===== config.mk =====
export PLATFORM = sky130hd
export DESIGN_NAME = median_mc_stream
export DESIGN_NICKNAME = d
export VERILOG_FILES = /design/src/rtl/median_pkg.sv /design/src/rtl/median3x3_core.sv /design/src/rtl/median_mc_stream.sv
export SDC_FILE = /design/constraint.sdc
export NUM_CORES = 2
export LEC_CHECK = 0
export ABC_AREA = 1
export CORE_ASPECT_RATIO = 0.8
export CORE_MARGIN = 2
export CORE_UTILIZATION = 61
export CTS_CLUSTER_SIZE = 28
export DETAILED_ROUTE_END_ITERATION = 16
export PLACE_DENSITY = 0.82
export SLEW_MARGIN = 40
export SYNTH_ARGS = -nofsm -noshare
export SYNTH_HDL_FRONTEND = slang
export SYNTH_HIERARCHICAL = 1
export SYNTH_SLANG_ARGS = --single-unit

===== constraint.sdc =====
create_clock -name i_clk -period 19.7 [get_ports i_clk]
set_input_delay 5.91 -clock i_clk [delete_from_list [all_inputs] [get_ports i_clk]]
set_output_delay 5.91 -clock i_clk [all_outputs]
set_load 0.05 [all_outputs]

===== src/rtl/median_pkg.sv =====
// rtl/median_pkg.sv - shared window constants and compare-network select functions for the median stage
package median_pkg;

    // 3x3 window layout: pixel p sits at row p/ROW_LEN, column p%ROW_LEN
    localparam int WIN_PIX  = 9;
    localparam int WIN_ROWS = 3;
    localparam int ROW_LEN  = 3;

    // Operand selects returned by the compare networks (a, b, c)
    localparam logic [1:0] SEL_A = 2'd0;
    localparam logic [1:0] SEL_B = 2'd1;
    localparam logic [1:0] SEL_C = 2'd2;

    typedef struct packed {
        logic [1:0] hi;
        logic [1:0] mid;
        logic [1:0] lo;
    } sort_sel_t;

    // Index width for a channel counter; a single channel still needs one bit
    function automatic int idx_w(input int n);
        return (n > 1) ? $clog2(n) : 1;
    endfunction

    // Which of a,b,c is the median, given a>b, b>c, a>c
    function automatic logic [1:0] med3(input logic gt_ab, input logic gt_bc, input logic gt_ac);
        if (gt_ab == gt_bc)
            return SEL_B;
        else if (gt_ab)
            return gt_ac ? SEL_C : SEL_A;
        else
            return gt_ac ? SEL_A : SEL_C;
    endfunction

    // Ascending order of a,b,c expressed as operand selects; ties resolve to any equal operand
    function automatic sort_sel_t sort3(input logic gt_ab, input logic gt_bc, input logic gt_ac);
        sort_sel_t s;
        s.lo  = (!gt_ab && !gt_ac) ? SEL_A : ((gt_ab && !gt_bc) ? SEL_B : SEL_C);
        s.hi  = (!gt_ac && !gt_bc) ? SEL_C : ((gt_bc && !gt_ab) ? SEL_B : SEL_A);
        s.mid = med3(gt_ab, gt_bc, gt_ac);
        return s;
    endfunction

endpackage


===== src/rtl/median3x3_core.sv =====
// rtl/median3x3_core.sv - one channel's three-stage 3x3 median pipeline with shared enable
module median3x3_core
    import median_pkg::*;
#(
    parameter int DW = 8
) (
    input  logic                  i_clk,
    input  logic                  i_en,
    input  logic [WIN_PIX*DW-1:0] i_win,
    output logic [DW-1:0]         o_med
);

    logic [WIN_ROWS-1:0][DW-1:0] w_lo, w_mid, w_hi;
    logic [WIN_ROWS-1:0][DW-1:0] r_lo, r_mid, r_hi;
    logic [DW-1:0]               w_a, w_b, w_c, r_a, r_b, r_c;
    logic [DW-1:0]               w_med, r_med;

    function automatic logic [DW-1:0] pick(input logic [1:0] sel, input logic [DW-1:0] a,
                                           input logic [DW-1:0] b, input logic [DW-1:0] c);
        case (sel)
            SEL_A:   return a;
            SEL_B:   return b;
            default: return c;
        endcase
    endfunction

    function automatic logic [DW-1:0] sel_lo(input logic [DW-1:0] a, input logic [DW-1:0] b,
                                             input logic [DW-1:0] c);
        sort_sel_t s;
        s = sort3(a > b, b > c, a > c);
        return pick(s.lo, a, b, c);
    endfunction

    function automatic logic [DW-1:0] sel_mid(input logic [DW-1:0] a, input logic [DW-1:0] b,
                                              input logic [DW-1:0] c);
        sort_sel_t s;
        s = sort3(a > b, b > c, a > c);
        return pick(s.mid, a, b, c);
    endfunction

    function automatic logic [DW-1:0] sel_hi(input logic [DW-1:0] a, input logic [DW-1:0] b,
                                             input logic [DW-1:0] c);
        sort_sel_t s;
        s = sort3(a > b, b > c, a > c);
        return pick(s.hi, a, b, c);
    endfunction

    // S1 combinational: sort each window row ascending
    always_comb begin
        w_lo  = '0;
        w_mid = '0;
        w_hi  = '0;
        for (int r = 0; r < WIN_ROWS; r++) begin
            w_lo[r]  = sel_lo (i_win[(r*ROW_LEN+0)*DW +: DW], i_win[(r*ROW_LEN+1)*DW +: DW],
                               i_win[(r*ROW_LEN+2)*DW +: DW]);
            w_mid[r] = sel_mid(i_win[(r*ROW_LEN+0)*DW +: DW], i_win[(r*ROW_LEN+1)*DW +: DW],
                               i_win[(r*ROW_LEN+2)*DW +: DW]);
            w_hi[r]  = sel_hi (i_win[(r*ROW_LEN+0)*DW +: DW], i_win[(r*ROW_LEN+1)*DW +: DW],
                               i_win[(r*ROW_LEN+2)*DW +: DW]);
        end
    end

    // S2/S3 combinational: column reduction then final median of three candidates
    always_comb begin
        w_a   = sel_hi (r_lo[0],  r_lo[1],  r_lo[2]);
        w_b   = sel_mid(r_mid[0], r_mid[1], r_mid[2]);
        w_c   = sel_lo (r_hi[0],  r_hi[1],  r_hi[2]);
        w_med = sel_mid(r_a, r_b, r_c);
    end

    // All three stages advance together; data needs no reset since valids live in the parent
    always_ff @(posedge i_clk) begin
        if (i_en) begin
            r_lo  <= w_lo;
            r_mid <= w_mid;
            r_hi  <= w_hi;
            r_a   <= w_a;
            r_b   <= w_b;
            r_c   <= w_c;
            r_med <= w_med;
        end
    end

    assign o_med = r_med;

endmodule


===== src/rtl/median_mc_stream.sv =====
// rtl/median_mc_stream.sv - multi-channel 3x3 median with round-robin serialiser and show-ahead FIFO (MEDIAN_TAG_EN tags words)
module median_mc_stream
    import median_pkg::*;
#(
    parameter int DW         = 8,
    parameter int NUM_CH     = 4,
    parameter int FIFO_DEPTH = 16,
    parameter int PROG_FULL  = 12
) (
    input  logic                          i_clk,
    input  logic                          i_rst,
    input  logic                          s_valid,
    output logic                          s_ready,
    input  logic [NUM_CH*WIN_PIX*DW-1:0]  s_data,
    output logic                          m_valid,
    input  logic                          m_ready,
    output logic [DW-1:0]                 m_data,
    output logic [idx_w(NUM_CH)-1:0]      m_chan,
    output logic                          m_last,
    output logic                          o_prog_full,
    output logic [$clog2(FIFO_DEPTH):0]   o_fifo_count
);

    localparam int IW = idx_w(NUM_CH);
    localparam int AW = $clog2(FIFO_DEPTH);
    localparam int CW = AW + 1;
`ifdef MEDIAN_TAG_EN
    localparam int FW = DW + IW + 1;
`else
    localparam int FW = DW;
`endif
    localparam logic [IW-1:0] LAST_IDX = IW'(NUM_CH - 1);
    localparam logic [CW-1:0] DEPTH_C  = CW'(FIFO_DEPTH);
    localparam logic [CW-1:0] PF_C     = CW'(PROG_FULL);

    logic                 r_v1, r_v2, r_v3;
    logic [IW-1:0]        r_idx;
    logic [NUM_CH*DW-1:0] w_meds;
    logic [DW-1:0]        w_med_sel;
    logic                 w_adv, w_pop, w_full, w_push, w_last_wr;
    logic [FW-1:0]        r_mem [FIFO_DEPTH];
    logic [AW-1:0]        r_wr_ptr, r_rd_ptr;
    logic [CW-1:0]        r_count;
    logic [FW-1:0]        r_hold;
    logic [FW-1:0]        w_din, w_dout, w_out;

    for (genvar ch = 0; ch < NUM_CH; ch++) begin : g_ch
        median3x3_core #(.DW(DW)) u_core (
            .i_clk (i_clk),
            .i_en  (w_adv),
            .i_win (s_data[ch*WIN_PIX*DW +: WIN_PIX*DW]),
            .o_med (w_meds[ch*DW +: DW])
        );
    end

    // Handshake and stall logic: a pop in the same cycle frees a slot, so a full FIFO only stalls without a pop
    always_comb begin
        w_pop     = m_valid && m_ready;
        w_full    = (r_count == DEPTH_C) && !w_pop;
        w_push    = r_v3 && !w_full;
        w_last_wr = w_push && (r_idx == LAST_IDX);
        w_adv     = !(r_v3 && !w_last_wr);
        s_ready   = w_adv && !i_rst;
        w_med_sel = w_meds[r_idx*DW +: DW];
        w_dout    = r_mem[r_rd_ptr];
        w_out     = m_valid ? w_dout : r_hold;
    end

`ifdef MEDIAN_TAG_EN
    assign w_din  = {(r_idx == LAST_IDX), r_idx, w_med_sel};
    assign m_chan = w_out[DW +: IW];
    assign m_last = w_out[FW-1];
`else
    assign w_din  = w_med_sel;
    assign m_chan = '0;
    assign m_last = 1'b0;
`endif

    assign m_valid      = (r_count != '0);
    assign m_data       = w_out[DW-1:0];
    assign o_prog_full  = (r_count >= PF_C);
    assign o_fifo_count = r_count;

    // Pipeline valids, serialiser index and FIFO bookkeeping
    always_ff @(posedge i_clk) begin
        if (i_rst) begin
            r_v1     <= 1'b0;
            r_v2     <= 1'b0;
            r_v3     <= 1'b0;
            r_idx    <= '0;
            r_wr_ptr <= '0;
            r_rd_ptr <= '0;
            r_count  <= '0;
            r_hold   <= '0;
        end else begin
            if (w_adv) begin
                r_v1 <= s_valid && s_ready;
                r_v2 <= r_v1;
                r_v3 <= r_v2;
            end
            if (w_push) begin
                r_wr_ptr <= r_wr_ptr + 1'b1;
                r_idx    <= (r_idx == LAST_IDX) ? '0 : r_idx + 1'b1;
            end
            if (w_pop) begin
                r_rd_ptr <= r_rd_ptr + 1'b1;
                r_hold   <= w_dout;
            end
            r_count <= r_count + CW'(w_push) - CW'(w_pop);
        end
    end

    // FIFO storage; pointers are reset elsewhere so stray writes during reset are harmless
    always_ff @(posedge i_clk) begin
        if (w_push)
            r_mem[r_wr_ptr] <= w_din;
    end

endmodule


**Word-level counts from Yosys, hierarchy flattened**

Memory sizes are Yosys's and may differ from the RTL's. A register that Yosys moved wholly into a read port is not among the register bits.
Index checks and enable logic that the tools add are counted.

- Register bits after elaboration: 442
- Memory bits (writable): 128
- Output and inout bits: 19
- Word-level logic and storage cells: 617
- Memories kept: 1

- $add $sub $neg: 5
- $lt $le $gt $ge: 85
- Equality and inequality tests: 74
- Shift-type cells: 1
- Multiplexer cells: 202
- Reduce and logical (&&, ||, !) cells: 189

Memories:

| name | words | width | rd ports | clocked after memory_dff | wr ports | line | RTL |
|---|---|---|---|---|---|---|---|
| r_mem | 16 | 8 | 1 | 1 | 1 | median_mc_stream.sv:41 | `logic [FW-1:0] r_mem [FIFO_DEPTH];` |

Operator list:

| operator | count |
|---|---|
| 8-bit one-hot mux with 2 select lines | 52 |
| 8-bit > comparator | 84 |
| 2-bit two-way mux | 129 |
| 2-bit by 1-bit equality test with 1-bit output, second input constant | 52 |
| 2-bit zero test | 52 |
| 1-bit logical AND | 71 |
| 1-bit zero test | 65 |
| 32-bit by 6-bit indexed part select with 8-bit output | 1 |
| 1-bit equality test | 20 |
| 1-bit two-way mux | 18 |
| 4-bit by 1-bit adder with 4-bit output, second input constant | 2 |
| 4-bit two-way mux | 2 |
| 8-bit two-way mux | 1 |
| 5-bit by 1-bit adder with 5-bit output | 1 |
| 5-bit equality test, second input constant | 1 |
| 5-bit by 4-bit >= comparator with 1-bit output, second input constant | 1 |
| 5-bit nonzero test | 1 |
| 5-bit by 1-bit subtractor with 5-bit output | 1 |
| 2-bit by 1-bit adder with 2-bit output, second input constant | 1 |
| 2-bit equality test, second input constant | 1 |

**Logic depth before layout (Yosys ltp)**

- Depth in word-level cells: 12
- Gate-level depth with buffers: 17

**Hierarchy**

The synthesis kept the hierarchy.

By module, submodules not included:

| module | times used | cells each | area each (µm²) | sequential area each (µm²) |
|---|---|---|---|---|
| median3x3_core (g_ch[0].u_core ...) | 3 | 1269 | 10032.1 | 3123.0 |
| median3x3_core (g_ch[1].u_core) | 1 | 1272 | 9905.8 | 3123.0 |
| median_mc_stream | 1 | 770 | 7180.6 | 4444.3 |

**Worst setup path before layout**

No wires, ideal clock.

- Kind: input to register
- Start: input port m_ready
- End: register g_ch[0].u_core.r_med[0], enable pin
- Arrival: 12916 ps
- Required time: 16634 ps
- Setup slack: 3717 ps
- Stages: 4
- Path through: nor2_1 > nand3_1 > nand2_1 > nand2_1

- Cells in the longest elaborated chain, start to end: 8

RTL lines:

| item | line | RTL |
|---|---|---|
| start: declaration | median_mc_stream.sv:16 | `input logic m_ready,` |
| 1-bit logical AND | median_mc_stream.sv:58 | `w_pop = m_valid && m_ready;` |
| 1-bit zero test | median_mc_stream.sv:59 | `w_full = (r_count == DEPTH_C) && !w_pop;` |
| 1-bit logical AND | median_mc_stream.sv:59 |  |
| 1-bit zero test | median_mc_stream.sv:60 | `w_push = r_v3 && !w_full;` |
| 1-bit logical AND | median_mc_stream.sv:60 |  |
| 1-bit logical AND | median_mc_stream.sv:61 | `w_last_wr = w_push && (r_idx == LAST_IDX);` |
| 1-bit zero test | median_mc_stream.sv:62 | `w_adv = !(r_v3 && !w_last_wr);` |
| 1-bit logical AND | median_mc_stream.sv:62 |  |
| end signal: assignment | median3x3_core.sv:80 | `r_med <= w_med;` |
| end: declaration | median3x3_core.sv:16 | `logic [DW-1:0] w_med, r_med;` |

Every way passes these cells.
A chain may end at the register's enable or synchronous reset.

**Worst setup path in the final report**

- Start: input port i_rst
- End: output port s_ready

- Cells in the longest elaborated chain, start to end: 2

RTL lines:

| item | line | RTL |
|---|---|---|
| start: declaration | median_mc_stream.sv:11 | `input logic i_rst,` |
| 1-bit zero test | median_mc_stream.sv:63 | `s_ready = w_adv && !i_rst;` |
| 1-bit logical AND | median_mc_stream.sv:63 |  |
| end: declaration | median_mc_stream.sv:13 | `output logic s_ready,` |

Every way passes these cells.

==> impl_metrics.ini <==
[outcome]
outcome = finished, final reports clean

[synthesis]
synth_mux_area_frac = 0.00594
synth_compound_area_frac = 0.0675
netlist_area_um2 = 47200
ys_ff_latch = 574
synthXorXnorAreaFrac = 0.000371
synth_top_area_share = 0.346
synthesis.instances = 5849
synth_top_family_by_area = simple AND/OR/NAND/NOR gates
synthDistinctLibCells = 51
synth-simple-area-share = 0.293
synthFlopType = edfxtp_1
yosys_warnings = 6
synth-edff-count = 544
ys_seq_area_frac = 0.359
synthArstFlopShare = 0
syn_area_per_cell_um2 = 8.07
synth_area_leaders = edfxtp_1, ha_1, nand2_1, nand3_1, inv_1
yosys.area.top_type = edfxtp_1
synthAdderAreaFrac = 0.190

[clock_network]
cts_hold_buf = 0
post-cts-setup-buffer-count = 0
cts_root_buffer = clkbuf_16
cts_tree = done
clk_latency_ns = 0.65
ctsResizeCount = 0
clk_path_buf_depth = 3
clk_pin_slew_ns = 0.06
htreeDepth = 2
cts_sinks = 574
cts_inserted_buffers = 57

[placement]
post-place-ws_ns = 5.69
placed_cells = 7090
globalplace.congestion = 0.972
hpwl_mm = 97.8
io_buffers = 307

[route]
post_drt_wl_per_cell_um = 17.8
drt_iter0_drc = 4722
firstDrtPassIters = 6
num_vias = 42500
routed_wl_mm = 128
via_per_inst = 5.91
ant_nets = 0
drc_errors = 0

[finish]
drive_above_1_share = 0.0572
seq_area_um2 = 16900
fillCellCount = 6090
fin_util = 0.690
multi_input_area_um2 = 26300
syn2layout_area_growth_pct = 12.5
num_antenna_cells = 0
nets = 7134
layout_common_cells = nand2_1, nand3_1, inv_1
fin_cells = 7196
final_common_cell = nand2_1

[floorplan]
initial_core_util = 0.614
rows = 91
die_w_um = 315
io_pins = 311
core_area_um2 = 76900
die_h_um = 253
dieArea_um2 = 79600

[power]
internal-power_mw = 3.67
p_comb_frac = 0.511
power_switching_mw = 3.13
switching_share = 0.460
pwr-share-seq = 0.323
pwr-share-clk = 0.167
power.density_nw_per_um2 = 128
power_leakage_nw = 26.2
ir_drop_mv = 0.0912

[min_path]
holdCritStartpoint = r_v2$_SDFFE_PP0N_
whs_path_depth = 2
hold_class = flip-flop to flip-flop
whs_endpoint = r_v3$_SDFFE_PP0N_

[sta]
worst_pin_slew_ns = 0.839
maxSlewViolCount = 0
setup-violations-final = 0
fin_ws_ns = 5.71
rsz0062_at_grt = false
post-route-period-util = 0.710
relSlewSlack = 0.438
clock.fmax_mhz = 71.5
fin_skew_ns = 0.0367
period_needed_ns = 13.99
tns_ns = 0
hold_violations = 0

[critical_path]
endpoint_kind = output port
crit_path_top_delay_cell = clkdlybuf4s50_1
crit_arrival_ns = 8.08
ff2ff_setup_slack_ns = 16.50
critPathKind = input port to output port
r2r_end = g_ch[0].u_core/r_lo[2]$_DFFE_PP_
cpPeakStageDelay_ns = 0.92
cpMostUsedCell = clkdlybuf4s50_1
reg2reg_depth = 5
crit_path_start_kind = input port
path_cells = clkdlybuf4s50_1 > a21oi_1 > clkdlybuf4s50_1
required_ns = 13.79
cp_max_fo = 18
r2r_start = r_idx[0]$_SDFFE_PP0P_

[global_routing]
grt_usage = 0.318
antenna_found_initial = 4
grt_pass1_wl_mm = 206
grt-ovfl-total = 0
grt_max_degree = 160
grt_pass1_vias = 40000

[flow_run]
maxCapViolations = 0
[cells in the mapped netlist, types with 7 or more instances]
master,count
buf_2,33
mux2i_1,28
a21oi_2,8
nand2_1,1415
nand4_1,149
o21ai_2,18
ha_1,714
inv_2,19
nor2_2,14
nor2_1,242
o211ai_1,32
nand3_1,1013
nand3_2,30
dfxtp_1,30
nand2_4,31
a21oi_1,242
buf_4,7
edfxtp_1,544
o21ai_1,24
clkbuf_1,32
inv_1,872
buf_6,13
nand2_2,83
buf_1,15
o21a_1,27
o22ai_1,8
o21bai_1,28
a21o_1,21
o21ai_0,89
[final cells by class]
cell class,instances,area share
Sequential cell,574,0.319
Inverter,891,0.0631
Timing Repair Buffer,321,0.0611
Clock buffer,69,0.0291
Multi-Input combinational cell,4282,0.496
Tap cell,1023,0.0241
Clock inverter,36,0.00736
[power by group through the flow]
stage               Sequential [mW]  Clock, mW  Combinational [mW]
floorplan                      2.06          0                2.56
global placement               2.19          0                3.23
detailed placement             2.20          0                3.39
CTS                            2.18       1.15                3.42
global route                   2.22       1.19                3.91
finish                         2.19       1.13                3.47
[worst max path at each step]
stage | startpoint | slack [ns] | to | cells past startpoint
3_3_place_gp | i_rst | 5.69 | s_ready | 3
6_report | i_rst | 5.71 | s_ready | 3
2_1_floorplan | m_ready | 3.72 | g_ch[0].u_core/o_med[0]$_DFFE_PP_ | 4
4_1_cts | i_rst | 5.68 | s_ready | 3
3_5_place_dp | i_rst | 5.69 | s_ready | 3
5_1_grt | i_rst | 5.57 | s_ready | 3
[state kept, by name (all words and copies together), names as in the netlist, named ones only]
register,count
g_ch.u_core/r_b,32
r_hold,8
r_idx,2
r_mem,128
g_ch.u_core/r_mid,96
r_v2,1
g_ch.u_core/r_c,32
r_rd_ptr,4
g_ch.u_core/r_hi,96
g_ch.u_core/o_med,32
r_v1,1
r_v3,1
g_ch.u_core/r_lo,96
r_wr_ptr,4
g_ch.u_core/r_a,32
o_fifo_count,5
[cells by family after synthesis]
kind of cell,after synthesis
other,1
multiplexers,28
AO/OA/AOI/OAI,524
XOR/XNOR,2
adder cells (fa/ha/maj),715
buffers and inverters,995
AND/OR/NAND/NOR,3010
flip-flops,574
[routing by layer]
| metal | routed length (um) | share of wire | track usage | vias to the layer above |
|---|---|---|---|---|
| met5 | 28 | 0.00022 | 0 | - |
| met4 | 3290 | 0.026 | 0.0848 | 4 |
| met3 | 12100 | 0.094 | 0.0473 | 289 |
| met2 | 58600 | 0.46 | 0.516 | 2064 |
| met1 | 54000 | 0.42 | 0.445 | 19600 |
| li1 | - | - | - | 20500 |
[worst max-delay path: cells and delay by family]
kind | cells | cell delay (ns)
AOI/OAI and AO/OA | 1 | 0.46
buffers and inverters | 2 | 1.71
[through the flow]
| stage | hold WS (ns) | total power, mW | area (um^2) |
|---|---|---|---|
| 6_report | 0.472 | 6.79 | 53100 |
| 5_1_grt | 0.493 | 7.32 | 53100 |
| 4_1_cts | 0.466 | 6.75 | 53000 |
| 3_5_place_dp | 0.448 | 5.58 | 51100 |
| 3_3_place_gp | 0.437 | 5.42 | 51000 |
| 2_1_floorplan | 0.431 | 4.62 | 47200 |
(Power assumes the default switching activity.)
==> edit (config.mk and constraints unchanged) <==
Change the parameter `FIFO_DEPTH` from 16 to 32.
--- a/src/rtl/median_mc_stream.sv
+++ b/src/rtl/median_mc_stream.sv
@@ -5,5 +5,5 @@
     parameter int DW         = 8,
     parameter int NUM_CH     = 4,
-    parameter int FIFO_DEPTH = 16,
+    parameter int FIFO_DEPTH = 32,
     parameter int PROG_FULL  = 12
 ) (
Interface: changed (resized o_fifo_count); port bits go from 311 to 312. The function was not compared with the original's and may differ.
==> edit against the original RTL <==
Sequential cell count rose by 132. Synthesized area increased by 11%. Clock power rose by 27%. Worst hold slack got worse by 12 ps. Sequential power rose by 16%. Power up 12%. Critical path depth increased by 3. Non-clock buffer count increased by 8. Worst setup slack better by 310 ps. Final area increased by 11%. Via count grew 7.1%. Routed wire length increased by 11%. Die area rose by 11%. Largest cell class unchanged. Largest power group unchanged.
==> edit: results (changes against the original RTL) <==
STATUS='completed'
FIN_WORST_SKEW_PS=59.8  # +23.0 ps
SYNTH-EDFF-COUNT=672  # +24%
LEAKAGE_POWER_OF_THE_DESIGN_nW=27.8  # +6.1%
WORST_R2R_ENDPOINT='g_ch[3].u_core/r_lo[6]$_DFFE_PP_'
LAYOUT-DRIVE-GT1-SHARE=0.0608  # +0.00362
TIGHTEST_SLEW_PS=886  # +46.7 ps
PATH_MAX_FANOUT=6  # -12
IR_DROP_uV=94.5  # +3.7%
GRT_START_MAX_NET_PINS=95  # -41%
FRACTION_OF_THE_MAPPED_NETLIST_AREA_IN_COMPOUND_GATES=0.0643  # -0.00320
AVGVIACOUNTPERCELL=5.94  # +0.58%
PLACEMENT.IO_BUFFERS=308  # +0.33%
CRITICAL_PATH_ARRIVAL_PS=7770  # -310 ps
SYNTH_TOP_CELLS_BY_COUNT='1,521 x nand2_1, 1,137 x nand3_1, 807 x inv_1'
GR-USAGE-MET1=0.445  # about the same
P_INT_mW=4.22  # +15%
WL_MET3_UM=12200  # +0.84%
SYNTHTOPCELLSBYAREA='edfxtp_1 39%, ha_1 17%, nand2_1 11%'
N_FILL_CELL=6483  # +6.5%
GRT_PASS1_VIAS=43175  # +7.9%
GROUTE.USAGE.OVERALL=0.319  # +0.000994
YOSYSWARNINGS=6  # unchanged
SYNTH_CELLS=6217  # +6.3%
DETAIL_ROUTE.FIRST_PASS.ITERATIONS=9  # +3
CTS-HTREE-LEVELS=3  # +1
FINALNETCOUNT=7497  # +5.1%
SETUP.REG_TO_REG.WORST_SLACK_PS=16060  # -440 ps
DRT-TOTAL-WL_UM=142000  # +11%
WL_MET2_UM=65300  # +11%
DETAILEDPLACEMENTHPWL_UM=106000  # +8.2%
NUMBER_OF_FLIP_FLOPS_UNDER_THE_LARGEST_REGISTER_NAME=256  # +100%
SYNTH-SEQ-AREA-SHARE=0.399  # +0.0403
DR.FIRST_ITER.DRC_COUNT=5002  # +5.9%
GRTUSAGEMET2=0.518  # +0.00203
CLK_LATENCY_WORST_SKEW_PAIR_PS=670  # +20 ps
CTS_INSERTED_BUFFERS=72  # +26%
GRT_FIRST_PASS_WIRELENGTH_UM=228000  # +11%
DETAIL_ROUTE.WIRELENGTH.MET1_UM=60400  # +12%
CRITPATHMAXSTAGEDELAY_PS=830  # -90 ps
NUMBER_OF_ANTENNA_VIOLATIONS_AT_THE_FIRST_CHECK_IN_GLOBAL_ROUTING=3  # -1
XOR_XNOR_PORTION_OF_THE_SYNTHESIZED_CELL_AREA=0.000335  # -0.0000360
[edit: changes by cell type after synthesis, sizes merged, moves of 13 or more]
cell,before,now
o21ai,135,157
nand3,1046,1171
clkbuf,32,45
buf,72,89
nand2,1532,1641
inv,891,825
edfxtp,544,672
[edit: power by group through the flow]
| stage | logic, mW | clock network (mW) | registers, mW |
|---|---|---|---|
| floorplan | 2.63 | 0 | 2.42 |
| CTS | 3.58 | 1.45 | 2.52 |
| finish | 3.63 | 1.44 | 2.54 |
| detailed placement | 3.55 | 0 | 2.55 |
| global route | 4.08 | 1.51 | 2.56 |
| global placement | 3.38 | 0 | 2.54 |
[edit: critical path: cells and delay by family]
kind,cells,cell delay (ps)
buf+inv,2,1300
simple gates,3,370
compound gates,1,200
[edit: metrics by stage]
| step | instance area [um2] | cells | hold slack [ps] | power (mW) | util |
|---|---|---|---|---|---|
| 6_report | 58800 | 7662 | 461 | 7.60 | 0.697 |
| 5_1_grt | 58800 | 7661 | 474 | 8.16 | 0.697 |
| 3_3_place_gp | 56200 | 7527 | 442 | 5.92 | 0.666 |
| 3_5_place_dp | 56200 | 7528 | 457 | 6.09 | 0.666 |
| 4_1_cts | 58800 | 7660 | 466 | 7.55 | 0.696 |
| 2_1_floorplan | 52300 | 6219 | 431 | 5.05 | - |
[edit: final cells by class]
class	instances	area, um2	area share
Clock inverter	55	684	0.0116
Antenna cell	1	2.50	0.0000426
Timing Repair Buffer	329	3280	0.0558
Sequential cell	706	20900	0.355
Clock buffer	77	1820	0.0310
Inverter	825	3100	0.0527
Multi-Input combinational cell	4554	27600	0.470
Tap cell	1115	1400	0.0237
